## src/rtl/uart_rx.sv

```systemverilog
// 8N1 UART receiver: 2-FF input synchronizer, mid-bit sampling off a limit counter,
// LSB-first byte assembly and software-cleared sticky status flags.
module uart_rx #(
  parameter int CLKS_PER_BIT = 5208,
  parameter int CNT_W        = $clog2(CLKS_PER_BIT)
) (
  input  logic       clk,
  input  logic       rst_n,
  input  logic       rx,
  input  logic       clear,
  output logic [7:0] rx_data,
  output logic       rx_valid,
  output logic       rx_ready,
  output logic       overrun,
  output logic       frame_err,
  output logic       busy
);

  localparam int               HALF    = CLKS_PER_BIT / 2;
  localparam logic [CNT_W-1:0] LAST    = CNT_W'(CLKS_PER_BIT - 1);
  localparam logic [CNT_W-1:0] HALF_M1 = CNT_W'(HALF - 1);

  typedef enum logic [2:0] {
    S_IDLE,
    S_START,
    S_DATA,
    S_STOP,
    S_WAIT_HI
  } state_t;

  state_t           r_state;
  logic             r_sync1;
  logic             r_sync2;
  logic [CNT_W-1:0] r_cnt;
  logic [2:0]       r_idx;
  logic [7:0]       r_shift;
  logic [7:0]       r_data;
  logic             r_valid;
  logic             r_ready;
  logic             r_overrun;
  logic             r_ferr;
  logic             r_busy;

  assign rx_data   = r_data;
  assign rx_valid  = r_valid;
  assign rx_ready  = r_ready;
  assign overrun   = r_overrun;
  assign frame_err = r_ferr;
  assign busy      = r_busy;

  always_ff @(posedge clk) begin
    if (!rst_n) begin
      r_state   <= S_IDLE;
      r_sync1   <= 1'b1;
      r_sync2   <= 1'b1;
      r_cnt     <= '0;
      r_idx     <= '0;
      r_shift   <= '0;
      r_data    <= '0;
      r_valid   <= 1'b0;
      r_ready   <= 1'b0;
      r_overrun <= 1'b0;
      r_ferr    <= 1'b0;
      r_busy    <= 1'b0;
    end else begin
      r_sync1 <= rx;
      r_sync2 <= r_sync1;
      r_valid <= 1'b0;

      // clear is applied first so a completion event later in this block wins
      if (clear) begin
        r_ready   <= 1'b0;
        r_overrun <= 1'b0;
        r_ferr    <= 1'b0;
      end

      case (r_state)
        S_IDLE: begin
          r_cnt <= '0;
          if (!r_sync2) begin
            r_state <= S_START;
            r_busy  <= 1'b1;
          end
        end

        S_START: begin
          if (r_cnt == HALF_M1) begin
            r_cnt <= '0;
            if (!r_sync2) begin
              r_state <= S_DATA;
              r_idx   <= '0;
            end else begin
              r_state <= S_IDLE;
              r_busy  <= 1'b0;
            end
          end else begin
            r_cnt <= r_cnt + 1'b1;
          end
        end

        S_DATA: begin
          if (r_cnt == LAST) begin
            r_cnt          <= '0;
            r_shift[r_idx] <= r_sync2;
            r_idx          <= r_idx + 3'd1;
            if (r_idx == 3'd7) r_state <= S_STOP;
          end else begin
            r_cnt <= r_cnt + 1'b1;
          end
        end

        S_STOP: begin
          if (r_cnt == LAST) begin
            r_cnt <= '0;
            if (r_sync2) begin
              r_data    <= r_shift;
              r_valid   <= 1'b1;
              r_ready   <= 1'b1;
              r_overrun <= !clear && (r_overrun || r_ready);
              r_state   <= S_IDLE;
              r_busy    <= 1'b0;
            end else begin
              r_ferr  <= 1'b1;
              r_state <= S_WAIT_HI;
            end
          end else begin
            r_cnt <= r_cnt + 1'b1;
          end
        end

        S_WAIT_HI: begin
          r_cnt <= '0;
          if (r_sync2) begin
            r_state <= S_IDLE;
            r_busy  <= 1'b0;
          end
        end

        default: begin
          r_state <= S_IDLE;
          r_cnt   <= '0;
          r_busy  <= 1'b0;
        end
      endcase
    end
  end

endmodule

```

## config.mk

```make
export PLATFORM = sky130hd
export DESIGN_NAME = uart_rx
export DESIGN_NICKNAME = d
export VERILOG_FILES = /design/src/rtl/uart_rx.sv
export SDC_FILE = /design/constraint.sdc
export NUM_CORES = 1
export LEC_CHECK = 0
export CAP_MARGIN = 20
export CORE_ASPECT_RATIO = 1.25
export CORE_MARGIN = 4
export CORE_UTILIZATION = 35
export CTS_CLUSTER_SIZE = 16
export DETAILED_ROUTE_END_ITERATION = 7
export SYNTH_ARGS = -nofsm -noshare
export SYNTH_HDL_FRONTEND = slang
export SYNTH_SLANG_ARGS = --single-unit
export TNS_END_PERCENT = 10
```

## constraint.sdc

```tcl
create_clock -name clk -period 4.99 [get_ports clk]
set_input_delay 0.998 -clock clk [delete_from_list [all_inputs] [get_ports clk]]
set_output_delay 0.998 -clock clk [all_outputs]
set_load 0.05 [all_outputs]
```

==> reports/qor.csv <==
metric,value,unit
Leak,0.695,nW
DIE WIDTH,74.2,um
Total Routing Usage GR,0.123,
"Distinct cells, synth",44,
Min-Delay Path Class,reg2reg,
dpl cells,279,
CTS resizes,0,
hold wc startpoint,r_sync1,
Finished Layout Cells,287,
die height,90.7,um
fmax,386,MHz
slew of the pin with the lowest slew margin,0.600,ns
Max Fanout on Critical Path,20,
Layout area overhead,16.8,%
hold_buf cts,0,
root buf cell,clkbuf_8,
Tmin final,2.59,ns
Port Buf Inserts,16,
num ports,17,
Avg Inst Size Synth,8.99,um2
Final Net Count,231,
Starting Density,0.369,
# Max-Cap Violations,0,
clock buffer depth,2,
status,"finished, final reports clean",
1st-pass router iterations,4,
Hold Path Depth,1,
warning count from the yosys run,0,
fin util,0.431,
DRC,0,
register-to-register setup slack,2.87,ns
vias in the first global route,1402,
die area,0.00672,mm2
Yosys reg bits,42,
RSZ-0062 raised after global routing,no,
WP data arrival,2.76,ns
terminus of the critical flop-to-flop path,r_cnt[11],
Worst Path Required,5.16,ns
R2R Path Start,r_cnt[7],
dpl hpwl,2500,um
post-route clock period utilization,0.519,
GRT overflow,0,
number of synthesized flops with an enable pin,0,
crit path launch type,input port,
crit path capture type,register,
"Hold Vio Cnt, Final",0,
maximum vdd ir drop,108,uV
Worst Reg-to-Reg Cells,4,
drt total wl,3640,um
Worst Skew,0.00592,ns
H-tree levels,2,
Pwr Density,303,mW/mm2
DRT iter0 DRCs,162,
CTS Sinks,42,
vias post-DR,1493,
Finished Cell Area,0.00224,mm2
final count of pins violating max slew,0,
clock latency on the worst-skew pair,0.30,ns
CTS tree,done,
first-pass GRT wire length,6580,um
number of diodes,0,
Post-Syn Nets,220,
Netlist Area Pre-Place,0.00191,mm2
Via density,5.20,
postcts setup bufs,0,
TNS Setup,0,ns
ys async rst share,0,
share of layout cells above drive strength 1,0.0711,
WL/cell,12.7,um
row count,29,
"Seq/Total Area, Yosys",0.439,
DRT antenna net count,0,
worst setup path category,in2reg,
largest net degree at the start of global routing,21,
placed inst area,0.00210,mm2
commonest register cell after synthesis,dfxtp_1,
gpl congestion,0.792,
CTS buffer count,5,
endpoints failing setup,0,
core area,0.00519,mm2
Hold Path Sink,r_sync2,
"Reg clk slew, reported paths",0.08,ns
initial antenna violation count,0,
Post-Syn Instances,213,
Slew Limit Headroom,0.600,
-- flip-flops by register name, summed over array words and instances (netlist names) --
register and flops:
r_state 3, r_cnt 13, r_sync1 1, frame_err 1, r_idx 3, busy 1, overrun 1, r_shift 8
rx_valid 1, rx_data 8, r_sync2 1, rx_ready 1
-- routing by layer --
| layer | up-vias | GRT usage | share of wire |
|---|---|---|---|
| li1 | 777 | - | - |
| met1 | 692 | 0.156 | 0.49 |
| met2 | 18 | 0.189 | 0.46 |
| met3 | 6 | 0.0334 | 0.034 |
| met4 | 0 | 0.0559 | 0.017 |
| met5 | - | 0 | 0 |
-- worst max-delay path, stage by stage --
cell and delay, ns:
clkdlybuf4s50_1 0.39, buf_4 0.20, inv_1 0.39, nor4_1 0.11
a22oi_2 0.55, nor2_1 0.11
-- how the worst max path moves through the flow --
stage,startpoint,endpoint,cells past startpoint
floorplan,r_cnt[7],r_state[0],5
global placement,rst_n,r_cnt[6],6
detailed placement,rst_n,r_cnt[11],6
CTS,rst_n,r_cnt[11],6
global route,rst_n,r_cnt[11],6
finish,rst_n,r_cnt[11],6
-- cell usage after synthesis, types with 2 or more instances --
master,number,area share
nand2_1,17,0.033
o31ai_1,4,0.016
clkbuf_1,10,0.020
nor4_1,5,0.016
xor2_1,2,0.0092
nand3b_1,2,0.0078
o22ai_1,3,0.0098
buf_4,2,0.0078
mux2i_1,11,0.058
nor2_1,27,0.053
nand4_1,5,0.016
a21oi_1,4,0.010
o21ai_0,4,0.010
inv_1,6,0.012
nand2b_1,2,0.0065
and2_1,3,0.0098
nor3_1,8,0.021
o211ai_1,5,0.020
ha_1,3,0.020
nor2b_1,3,0.0098
nor3b_1,4,0.016
nor4b_1,3,0.014
nand3_1,9,0.024
dfxtp_1,42,0.44
xnor2_1,9,0.041
nand4b_1,2,0.0092
-- cells in the final DEF (no fill, tap or decap), types with 5 or more instances in the layout --
cell type	count
nand4_1	5
clkbuf_8	5
clkdlybuf4s50_1	16
inv_1	6
o211ai_1	5
xnor2_1	9
mux2i_1	11
nand3_1	9
nor3_1	8
nor4_1	5
nor2_1	27
nand2_1	17
dfxtp_1	42
-- layout make-up --
class                   instances  area [um2]
repair buffers                 18         175
fillers                       521        2950
inverters                       6        22.5
multi-input cells             151         982
clock inverters                 3        68.8
clock buffers                   5        68.8
well taps                      62        77.6
flip-flops and latches         42         841
-- through the flow --
step	setup WS, ns	total power, mW	hold slack, ns
2_1_floorplan	3.09	0.358	0.386
3_3_place_gp	2.05	0.364	0.390
3_5_place_dp	2.03	0.364	0.396
4_1_cts	2.35	0.685	0.422
5_1_grt	2.20	0.702	0.437
6_report	2.40	0.677	0.415
-- report_power, final --
group | switching [mW] | total [mW] | internal [mW] | leakage (nW)
registers | 0.00258 | 0.339 | 0.337 | 0.339
logic | 0.0105 | 0.0168 | 0.00628 | 0.287
clock network | 0.121 | 0.321 | 0.200 | 0.0683
-- logic make-up (layout without fill, tap and decap cells) --
| group | count (synthesis) | after routing | share of synthesized area |
|---|---|---|---|
| XOR/XNOR | 11 | 11 | 0.0503 |
| buffers and inverters | 20 | 32 | 0.0477 |
| adder cells (fa/ha/maj) | 3 | 3 | 0.0196 |
| multiplexers | 12 | 12 | 0.0634 |
| AND/OR/NAND/NOR | 97 | 97 | 0.276 |
| flip-flops | 42 | 42 | 0.439 |
| AO/OA/AOI/OAI | 28 | 28 | 0.103 |
Power figures use the tool's default switching activity.
